**src/rtl/imem_line_responder_pkg.sv**
```systemverilog
// Shared instruction-cache definitions used by the line responder.
//   ICACHE_LINE_WIDTH        : bits per cache line
//   type_icache2mem_s        : refill request (level req + byte address)
//   type_mem2icache_s        : refill response (line data + 1-cycle ack)
//   type_imem_resp_states_e  : line responder FSM states
package imem_line_responder_pkg;

  localparam int ICACHE_LINE_WIDTH = 128;

  typedef struct packed {
    logic        req;
    logic [31:0] addr;
  } type_icache2mem_s;

  typedef struct packed {
    logic [ICACHE_LINE_WIDTH-1:0] r_data;
    logic                         ack;
  } type_mem2icache_s;

  typedef enum logic [2:0] {
    IDLE  = 3'd0,
    WAIT  = 3'd1,
    READ  = 3'd2,
    DRAIN = 3'd3,
    RESP  = 3'd4
  } type_imem_resp_states_e;

endpackage

```
**src/rtl/imem_line_responder.sv**
```systemverilog
// Instruction memory line responder: turns an icache line-refill request into
// LINE_WORDS consecutive word reads of a 1-cycle-latency SRAM, assembles the
// line and returns it with a single-cycle ack.
// Ports:
//   clk_i, rst_ni  : clock, asynchronous active-low reset
//   imem_sel_i     : instruction memory selected (requests ignored when low)
//   icache2mem_i   : request (.req level, .addr byte address)
//   mem2icache_o   : response (.r_data line, .ack pulse)
//   sram_req_o     : SRAM word-read strobe
//   sram_addr_o    : SRAM word address
//   sram_rdata_i   : SRAM read data, one cycle after sram_req_o
module imem_line_responder
  import imem_line_responder_pkg::*;
#(
  parameter int WAIT_CYCLES = 0,
  parameter int LINE_WORDS  = ICACHE_LINE_WIDTH / 32
) (
  input  logic             clk_i,
  input  logic             rst_ni,
  input  logic             imem_sel_i,
  input  type_icache2mem_s icache2mem_i,
  output type_mem2icache_s mem2icache_o,
  output logic             sram_req_o,
  output logic [29:0]      sram_addr_o,
  input  logic [31:0]      sram_rdata_i
);

  localparam int BW = (LINE_WORDS > 1) ? $clog2(LINE_WORDS) : 1;
  localparam logic [BW:0] LAST_BEAT = (BW+1)'(LINE_WORDS - 1);
  localparam logic [3:0]  WAIT_INIT = (WAIT_CYCLES > 0) ? 4'(WAIT_CYCLES - 1) : 4'd0;
  // Word-address mask that clears the word-in-line offset.
  localparam logic [29:0] LINE_MASK = ~30'(LINE_WORDS - 1);

  type_imem_resp_states_e state_q, state_d;
  logic [BW:0]                  beat_q, beat_d;
  logic [3:0]                   wait_q, wait_d;
  logic [29:0]                  base_q, base_d;
  logic [LINE_WORDS-1:0][31:0]  line_q, line_d;
  logic [ICACHE_LINE_WIDTH-1:0] r_data_q, r_data_d;
  logic                         cap_vld_q, cap_vld_d;
  logic [BW-1:0]                cap_idx_q, cap_idx_d;

  logic go;
  logic unused_addr_lsb;

  assign go              = icache2mem_i.req & imem_sel_i;
  assign unused_addr_lsb = ^icache2mem_i.addr[1:0];

  // Strobe is gated combinationally so an abort drops it in the same cycle.
  assign sram_req_o  = (state_q == READ) & go;
  // Base is line-aligned, so OR-ing the beat index can never leave the line.
  assign sram_addr_o = base_q | 30'(beat_q);

  assign mem2icache_o.ack    = (state_q == RESP);
  assign mem2icache_o.r_data = r_data_q;

  always_comb begin
    state_d   = state_q;
    beat_d    = beat_q;
    wait_d    = wait_q;
    base_d    = base_q;
    line_d    = line_q;
    r_data_d  = r_data_q;
    cap_vld_d = sram_req_o;
    cap_idx_d = beat_q[BW-1:0];

    // Words are staged in line_q; r_data only changes when a full line lands,
    // so an aborted refill leaves the previous line visible.
    if (cap_vld_q) line_d[cap_idx_q] = sram_rdata_i;

    case (state_q)
      IDLE: begin
        if (go) begin
          base_d  = icache2mem_i.addr[31:2] & LINE_MASK;
          beat_d  = '0;
          wait_d  = WAIT_INIT;
          state_d = (WAIT_CYCLES > 0) ? WAIT : READ;
        end
      end
      WAIT: begin
        if (!go)              state_d = IDLE;
        else if (wait_q == 0) state_d = READ;
        else                  wait_d  = wait_q - 4'd1;
      end
      READ: begin
        if (!go)                     state_d = IDLE;
        else if (beat_q == LAST_BEAT) state_d = DRAIN;
        else                         beat_d  = beat_q + 1'b1;
      end
      DRAIN: begin
        if (!go) begin
          state_d = IDLE;
        end else begin
          r_data_d = ICACHE_LINE_WIDTH'(line_d);
          state_d  = RESP;
        end
      end
      RESP:    state_d = IDLE;
      default: state_d = IDLE;
    endcase
  end

  always_ff @(posedge clk_i or negedge rst_ni) begin
    if (!rst_ni) begin
      state_q   <= IDLE;
      beat_q    <= '0;
      wait_q    <= '0;
      base_q    <= '0;
      line_q    <= '0;
      r_data_q  <= '0;
      cap_vld_q <= 1'b0;
      cap_idx_q <= '0;
    end else begin
      state_q   <= state_d;
      beat_q    <= beat_d;
      wait_q    <= wait_d;
      base_q    <= base_d;
      line_q    <= line_d;
      r_data_q  <= r_data_d;
      cap_vld_q <= cap_vld_d;
      cap_idx_q <= cap_idx_d;
    end
  end

endmodule
```
**config.mk**
```make
export PLATFORM = sky130hd
export DESIGN_NAME = imem_line_responder
export DESIGN_NICKNAME = d
export VERILOG_FILES = /design/src/rtl/imem_line_responder_pkg.sv /design/src/rtl/imem_line_responder.sv
export SDC_FILE = /design/constraint.sdc
export NUM_CORES = 1
export LEC_CHECK = 0
export BUFFER_PORTS_ARGS = -buffer_cell sky130_fd_sc_hd__buf_2
export CORE_MARGIN = 2
export CORE_UTILIZATION = 40
export CTS_CLUSTER_DIAMETER = 50
export CTS_CLUSTER_SIZE = 30
export DETAILED_ROUTE_END_ITERATION = 6
export HOLD_SLACK_MARGIN = 0.15
export PLACE_DENSITY = 0.6
export SYNTH_ARGS = -nofsm -noshare
export SYNTH_HDL_FRONTEND = slang
export SYNTH_SLANG_ARGS = --single-unit
export TNS_END_PERCENT = 50
```
**constraint.sdc**
```tcl
create_clock -name clk_i -period 2 [get_ports clk_i]
set_input_delay 0.4 -clock clk_i [delete_from_list [all_inputs] [get_ports clk_i]]
set_output_delay 0.4 -clock clk_i [all_outputs]
set_load 0.02 [all_outputs]
```
Word-level counts from Yosys, hierarchy flattened

Index checks and enable logic that the tools add are counted.
Widths: inputs -> output; s select.

Register bits after elaboration: 297
Latch bits: 0
Memory bits (writable): 0
Bits in read-only memories: 0
Input bits: 68
Output and inout port bits: 160
Word-level logic and storage cells: 59
Memories: 0

Add/sub/neg operators: 2
Multiply operators: 0
Div/mod/pow operators: 0
$lt $le $gt $ge: 2
Equality and inequality tests: 12
Shift-type cells: 0
Mux-type cells: 19
Bitwise logic cells: 3
Reduce and logical (&&, ||, !) cells: 10

Operators by type and width:

| operator            | number |
|---|---|
| $bwmux 128          | 1 |
| $mux 128            | 1 |
| $demux 32 s2        | 1 |
| $mux 32             | 1 |
| $or 30x3->30        | 1 |
| $mux 3              | 9 |
| $mux 4              | 3 |
| $pmux 3 s4          | 1 |
| $ne 2x2->1 const B  | 5 |
| $eq 3x2->1 const B  | 3 |
| $pmux 4 s2          | 1 |
| $reduce_and 4->1    | 2 |
| $pmux 3 s2          | 1 |
| $logic_not 4->1     | 1 |
| $reduce_and 2->1    | 2 |
| $reduce_bool 2->1   | 2 |
| $sub 4x1->4 const B | 1 |
| $add 3x1->3 const B | 1 |
| $eq 3x1->1 const B  | 1 |
| $eq 3x3->1 const B  | 1 |
| $logic_not 3->1     | 1 |
| $lt 2x3->1 const B  | 1 |
| $ne 3x2->1 const B  | 1 |
| $ne 3x3->1 const B  | 1 |
| 4 further kinds     | 5 |

Depth between registers and ports, before layout

Gate-level depths: netlist of the first run.

Depth after elaboration: 6
Depth in mapped cells: 6
Gate-level depth less buffers: 5

Least setup slack after synthesis of the first run

Ideal clock, no wire load.

Path type: flip-flop to flip-flop
Start: register cap_idx_q[0]
End: register r_data_q[18]
Library setup time: 0.125 ns
Data arrival time: 1.512 ns
Data required time: 1.875 ns
Setup slack: 0.363 ns
Stages on the path, launching flop included: 5
Path buffers: 1
Clock period less this slack: 1.637 ns
Cell sequence: dfrtp_1 -> nor3b_2 -> buf_4 -> mux2_2 -> mux2_2

RTL lines:

| what                     | line                       | source |
|---|---|---|
| start: declaration       | imem_line_responder.sv:41  | `logic [BW-1:0] cap_idx_q, cap_idx_d;` |
| start signal: assignment | imem_line_responder.sv:121 | `cap_idx_q <= cap_idx_d;` |
| end signal: assignment   | imem_line_responder.sv:119 | `r_data_q <= r_data_d;` |
| end: declaration         | imem_line_responder.sv:39  | `logic [ICACHE_LINE_WIDTH-1:0] r_data_q, r_data_d;` |

Worst setup path in the final report of the first run

Start: register state_q[0]
End: output port sram_req_o

Longest elaborated chain between the ends: 2

Ends and longest elaborated chain:

| what                     | line                       | source |
|---|---|---|
| start: declaration       | imem_line_responder.sv:34  | `type_imem_resp_states_e state_q, state_d;` |
| start signal: assignment | imem_line_responder.sv:114 | `state_q <= state_d;` |
| $eq 3x2->1               | imem_line_responder.sv:50  | `assign sram_req_o = (state_q == READ) & go;` |
| $and 1x1->1              | imem_line_responder.sv:50  |  |
| end: declaration         | imem_line_responder.sv:23  | `output logic sram_req_o,` |

No other way between the ends.

==> flow_metrics.py, run 1 <==
metrics = {
    "run_status": {
        "outcome": "completed",
    },
    "placement": {
        "dp_hpwl_mm": 15.1,
        "portBuffers": 223,
        "placed_area_sq_mm": 0.0129,
        "place_congestion": 0.717,
        "dp_worst_setup_slack_ns": 0.218,
    },
    "route": {
        "dr.first_iter.drc_count": 204,
        "avgViaCountPerCell": 4.77,
        "firstDrtPassIters": 4,
        "drt-wirelength-per-cell_um": 17.3,
        "routed_wl_mm": 23.4,
        "num_vias": 6430,
        "drtAntennaViolNets": 0,
        "drc": 0,
    },
    "synth": {
        "synthesis.nets": 763,
        "synthTopCellsByCount": "dfrtp_1, mux2_2, buf_4",
        "synth_seq_cells": 297,
        "yosys.area.top_type": "dfrtp_1",
        "syn_inst": 692,
        "synth_ff_type": "dfrtp_1",
        "synth_edf_count": 0,
        "synth-async-reset-ratio": 1.00,
        "netlist.area_leader.share": 0.650,
        "yosysWarnings": 0,
        "ys_types": 37,
        "post-synth-top-count-cell": "dfrtp_1",
        "avgSynthCellArea_sq_um": 16.5,
        "syn-cell-area_sq_mm": 0.0114,
        "synthTopCellsByArea": "dfrtp_1, mux2_2, buf_4, buf_6, buf_2",
        "synth-seq-area-share": 0.650,
    },
    "pwr": {
        "power_density_mw_per_mm2": 1060,
        "seqPwrFrac": 0.457,
        "ir_drop_mv": 0.673,
        "power_frac_comb": 0.113,
        "p_int_mw": 11.5,
        "leakage_nw": 7.13,
        "clockPowerShare": 0.430,
        "power_switching_mw": 3.84,
        "switching_share": 0.251,
    },
    "global_routing": {
        "grt_max_degree": 68,
        "first_global_vias": 6812,
        "grt_util_all_layers": 0.156,
        "grt_pass1_wl_mm": 37.5,
        "overflow": 0,
        "antenna_found_initial": 1,
    },
    "sta": {
        "drv_slew": 0,
        "min_period_over_period": 0.948,
        "worstMarginPinSlew_ns": 0.403,
        "fmax_mhz": 528,
        "fin_ws_ns": 0.105,
        "layout_min_cycle_time_ns": 1.90,
        "hold_viol_final": 0,
        "tns_ns": 0,
        "finClkSkew_ns": 0.0205,
        "grt_setup_unrepaired": "no",
        "slew-limit-headroom": 0.732,
        "setup_violations": 0,
        "hold_slack_ns": 0.177,
    },
    "clock_network": {
        "cts_buffers": 34,
        "path_clk_slew_ns": 0.07,
        "cts_root_buf": "clkbuf_16",
        "cts.sinks": 297,
        "postCtsSetupRepairBufs": 0,
        "insertion_delay_ns": 0.51,
        "htree_num_levels": 2,
        "cts_tree": "built",
        "clockBufferDepth": 3,
    },
    "floorplan": {
        "num_rows": 61,
        "pin_count": 228,
        "fp.dieArea_sq_mm": 0.0300,
        "initial_core_util": 0.409,
        "fp.dieW_um": 173,
        "core_sq_mm": 0.0279,
        "die_y_um": 173,
    },
    "final_layout": {
        "nNetsFinal": 1014,
        "final_area_sq_mm": 0.0145,
        "fill_cells": 2425,
        "area_growth_pct": 26.4,
        "drive_above_1_share": 0.621,
    },
    "setup_path": {
        "path_class": "reg2out",
        "worstPathMaxFanout": 13,
        "arrival_ns": 1.50,
        "cp-start-kind": "register",
        "critPathRequiredTime_ns": 1.60,
        "worstSetupEndpointType": "output port",
        "r2r_setup_slack_ns": 0.26,
    },
    "min_path": {
        "hold_path.class": "in2reg",
    },
    "flow_run": {
        "drv_cap": 0,
    },
}
final timing paths:
check	depth (start not counted)	to	from
max in group asynchronous	3	base_q[4]	rst_ni
min in group asynchronous	2	r_data_q[118]	rst_ni
min	2	line_q[68]	sram_rdata_i[4]
min reg2reg	0	cap_idx_q[1]	beat_q[1]
max	4	sram_req_o	state_q[0]
max reg2reg	4	r_data_q[1]	cap_vld_q
power by group through the flow:
| stage | logic [mW] | clock network, mW | registers (mW) |
|---|---|---|---|
| after floorplan | 1.14 | 0 | 7.17 |
| after global placement | 1.67 | 0 | 7.09 |
| after detailed placement | 1.70 | 0 | 7.12 |
| after CTS | 1.75 | 6.78 | 7.01 |
| after global routing | 1.87 | 7.05 | 7.09 |
| final | 1.72 | 6.58 | 7.00 |
metal layers:
metal	part of all wire	vias to the layer above	track usage
met5	0	-	0
met4	0.025	0	0.0526
met3	0.052	41	0.0396
met2	0.48	147	0.256
met1	0.44	3316	0.203
li1	-	2926	-
layout by cell type, fill, tap and decap left out, types with 2 or more instances in the layout:
| master | Yosys | final |
|---|---|---|
| clkinv_8 | 0 | 5 |
| buf_4 | 33 | 14 |
| nand3b_1 | 3 | 3 |
| inv_8 | 0 | 4 |
| dfrtp_1 | 297 | 297 |
| or3_1 | 2 | 2 |
| bufinv_16 | 0 | 3 |
| buf_12 | 0 | 11 |
| o22ai_1 | 2 | 2 |
| buf_2 | 15 | 221 |
| clkbuf_16 | 0 | 35 |
| ha_1 | 3 | 3 |
| o22a_1 | 2 | 2 |
| mux2i_1 | 2 | 2 |
| mux2_2 | 283 | 283 |
| nand3b_2 | 2 | 2 |
| nand2_1 | 6 | 6 |
| clkinv_4 | 0 | 3 |
| inv_6 | 0 | 6 |
| inv_1 | 6 | 6 |
| dlygate4sd3_1 | 0 | 29 |
| clkbuf_8 | 0 | 2 |
what timing repair did:
action | 4_1_cts | 5_1_grt
hold buffers | 29 | 0
resized for setup | 0 | 3
setup endpoints to repair | 0 | 1
hold endpoints to repair | 119 | 0
registers in the layout (all words and copies together), names as in the netlist:
register,cells
cap_vld_q,1
cap_idx_q,2
beat_q,3
r_data_q,128
wait_q,4
state_q,3
line_q,128
base_q,28
per-stage QoR:
stage               std cells   util  total power, mW
floorplan                 692      -             8.31
global placement         1256  0.463             8.76
detailed placement       1256  0.463             8.82
CTS                      1346  0.517             15.5
global route             1347  0.517             16.0
finish                   1347  0.517             15.3
cell type report:
type | count | area [sq um] | share of cell area
flip-flops and latches | 297 | 7430 | 0.514
multi-input cells | 328 | 3560 | 0.246
inverters | 6 | 22.5 | 0.00156
clock buffers | 38 | 907 | 0.0628
well taps | 378 | 473 | 0.0327
repair buffers | 276 | 1740 | 0.120
clock inverters | 23 | 319 | 0.0221
diodes | 1 | 2.50 | 0.000173
worst max-delay path, stage by stage, from the launching register on:
cell and delay (ns):
dfrtp_1 0.38, buf_4 0.18, nand2b_1 0.17, nor2_2 0.11, buf_4 0.16
cell families (layout without fill, tap and decap cells):
| family | after synthesis | count (layout) | synth area share |
|---|---|---|---|
| flip-flops | 297 | 297 | 0.650 |
| adder cells (fa/ha/maj) | 3 | 3 | 0.00328 |
| other | 0 | 1 | 0 |
| multiplexers | 286 | 286 | 0.282 |
| buffers and inverters | 67 | 343 | 0.0404 |
| AND/OR/NAND/NOR | 28 | 28 | 0.0174 |
| AO/OA/AOI/OAI | 11 | 11 | 0.00711 |
Note: power is estimated with default switching activity, not from simulation.
==> run 2, diff against run 1 <==
--- a/config.mk
+++ b/config.mk
@@ -8,11 +8,13 @@
 export BUFFER_PORTS_ARGS = -buffer_cell sky130_fd_sc_hd__buf_2
 export CORE_MARGIN = 2
 export CORE_UTILIZATION = 40
+export CTS_BUF_LIST = sky130_fd_sc_hd__clkbuf_4 sky130_fd_sc_hd__clkbuf_8
 export CTS_CLUSTER_DIAMETER = 50
 export CTS_CLUSTER_SIZE = 30
 export DETAILED_ROUTE_END_ITERATION = 6
 export HOLD_SLACK_MARGIN = 0.15
 export PLACE_DENSITY = 0.6
+export SKIP_CTS_REPAIR_TIMING = 1
 export SYNTH_ARGS = -nofsm -noshare
 export SYNTH_HDL_FRONTEND = slang
 export SYNTH_SLANG_ARGS = --single-unit
==> run 2 against run 1 <==
Effect of this change: total power is 11% lower; via count is 0.93% higher; sequential share of layout area is 0.63 points higher; non-clock buffer count is 21 higher; sequential power hardly changed; global-route usage is 0.46 points lower; core utilization is 0.62 points lower; worst setup slack worse by 0.017 ns.
==> flow_metrics.py, run 2 (synthesis gave the netlist of run 1 again) <==
metrics = {
    "final_layout": {
        "fill_cells": 2467,
        "multi_input_area_sq_mm": 0.00357,
        "seqCellArea_sq_mm": 0.00743,
        "fin_cells": 1367,
        "nNetsFinal": 1035,
        "final_util": 0.511,
        "top_regs": "line_q: 128 flops, r_data_q: 128 flops, base_q: 28 flops",
        "antenna_cells": 0,
        "layout_common_cells": "dfrtp_1, mux2_2, buf_2",
        "area_growth_pct": 24.9,
        "final_common_cell": "dfrtp_1",
        "drive_above_1_share": 0.611,
    },
    "setup_path": {
        "crit_top_cell": "buf_6",
        "cp-start-kind": "register",
        "worstPathMaxFanout": 13,
        "path_class": "reg2out",
        "critPathSlowestCell": "dfrtp_1",
        "worstSetupEndpointType": "output port",
        "crit_family": "flip-flops",
        "cp_cell_sequence": "buf_6 -> nand2b_1 -> nor2_2 -> buf_6",
        "slowest_delay_ns": 0.39,
        "critPathBufInv": 2,
        "critPathRequiredTime_ns": 1.60,
        "arrival_ns": 1.51,
    },
    "pwr": {
        "p_int_mw": 9.97,
        "seqPwrFrac": 0.515,
        "ir_drop_mv": 0.491,
        "clockPowerShare": 0.356,
        "power_switching_mw": 3.60,
        "leakage_nw": 7.04,
        "power_frac_comb": 0.129,
        "power_density_mw_per_mm2": 950,
        "switching_share": 0.265,
    },
    "global_routing": {
        "grtUsageMet3": 0.0378,
        "use_met2": 0.248,
        "antenna_found_initial": 0,
        "grt_busiest_layer": "met2",
        "grt_use_met1": 0.199,
        "grt_pass1_wl_mm": 36.4,
        "overflow": 0,
        "grt_util_all_layers": 0.152,
        "first_global_vias": 6544,
        "grt_max_degree": 68,
    },
    "clock_network": {
        "htree_num_levels": 2,
        "clockBufferDepth": 3,
        "cts_tree": "built",
        "cts_buffers": 34,
        "cts_root_buf": "clkbuf_8",
        "path_clk_slew_ns": 0.09,
        "insertion_delay_ns": 0.54,
        "cts.sinks": 297,
    },
    "sta": {
        "hold_viol_final": 0,
        "fin_ws_ns": 0.0876,
        "layout_min_cycle_time_ns": 1.91,
        "min_period_over_period": 0.956,
        "worstMarginPinSlew_ns": 0.405,
        "setup_violations": 0,
        "drv_slew": 0,
        "finClkSkew_ns": 0.0397,
        "fmax_mhz": 523,
        "slew-limit-headroom": 0.730,
    },
    "route": {
        "drtAntennaViolNets": 0,
        "drc": 0,
        "drt-wirelength-per-cell_um": 17.1,
        "routed_wl_mm": 23.3,
        "firstDrtPassIters": 4,
        "num_vias": 6490,
        "dr.first_iter.drc_count": 242,
        "avgViaCountPerCell": 4.75,
    },
    "floorplan": {
        "num_rows": 61,
        "die_y_um": 173,
        "fp.dieArea_sq_mm": 0.0300,
        "fp.dieW_um": 173,
        "initial_core_util": 0.409,
        "pin_count": 228,
        "core_sq_mm": 0.0279,
    },
    "placement": {
        "dp_worst_setup_slack_ns": 0.218,
        "portBuffers": 223,
        "placed_cells": 1256,
        "place_congestion": 0.717,
        "dp_hpwl_mm": 15.1,
    },
    "flow_run": {
        "drv_cap": 0,
    },
    "run_status": {
        "outcome": "completed",
    },
    "min_path": {
        "hold_path.class": "in2reg",
    },
}
-- run 2: cell count changes in the layout (fill, tap and decap cells not counted), sizes merged --
cell	change
clkinvlp	+1
inv	-1
dlygate4sd3	+20
buf	+1
diode	-1
-- run 2: final timing paths --
kind                                  startpoint            to  slack, ns  cells after the start
worst max-delay path                  state_q[0]    sram_req_o       0.09                      4
worst min-delay path            sram_rdata_i[21]    line_q[53]       0.16                      2
worst max register to register      cap_idx_q[0]   r_data_q[1]       0.25                      4
worst min register to register         beat_q[1]  cap_idx_q[1]       0.44                      0
max in group asynchronous                 rst_ni     beat_q[1]       1.02                      3
min in group asynchronous                 rst_ni    line_q[54]       0.36                      2
-- run 2: worst reg2reg max path, stage by stage, from the launching register on --
cell and delay [ns]:
dfrtp_1 0.45, nor3b_4 0.26, buf_4 0.28, mux2_2 0.38, mux2_2 0.26
-- run 2: power groups by stage --
stage	Combinational [mW]	Clock (mW)	Sequential, mW
floorplan	1.14	0	7.17
global placement	1.67	0	7.09
detailed placement	1.70	0	7.12
CTS	1.70	5.04	7.00
global route	1.90	5.29	7.08
finish	1.75	4.83	6.99
-- run 2: final cells by class --
class	instances	area share
clock buffer	38	0.0362
tap	378	0.0331
inverter	6	0.00158
clock inverter	23	0.0223
sequential	297	0.520
multi-input combinational	328	0.250
timing repair buffer	297	0.137
-- run 2: metrics by stage --
stage | instance area, sq um | TNS [ns] | power (mW) | hold slack [ns]
2_1_floorplan | 11400 | 0 | 8.31 | 0.104
3_3_place_gp | 12900 | 0 | 8.76 | 0.336
3_5_place_dp | 12900 | 0 | 8.82 | 0.335
4_1_cts | 13800 | -0.0177 | 13.7 | -0.272
5_1_grt | 14300 | -0.0202 | 14.3 | 0.152
6_report | 14300 | 0 | 13.6 | 0.157
-- run 2: metal layers --
metal | vias up | share of wire
li1 | 2969 | -
met1 | 3348 | 0.44
met4 | 0 | 0.017
met5 | - | 0
met3 | 30 | 0.048
met2 | 143 | 0.49
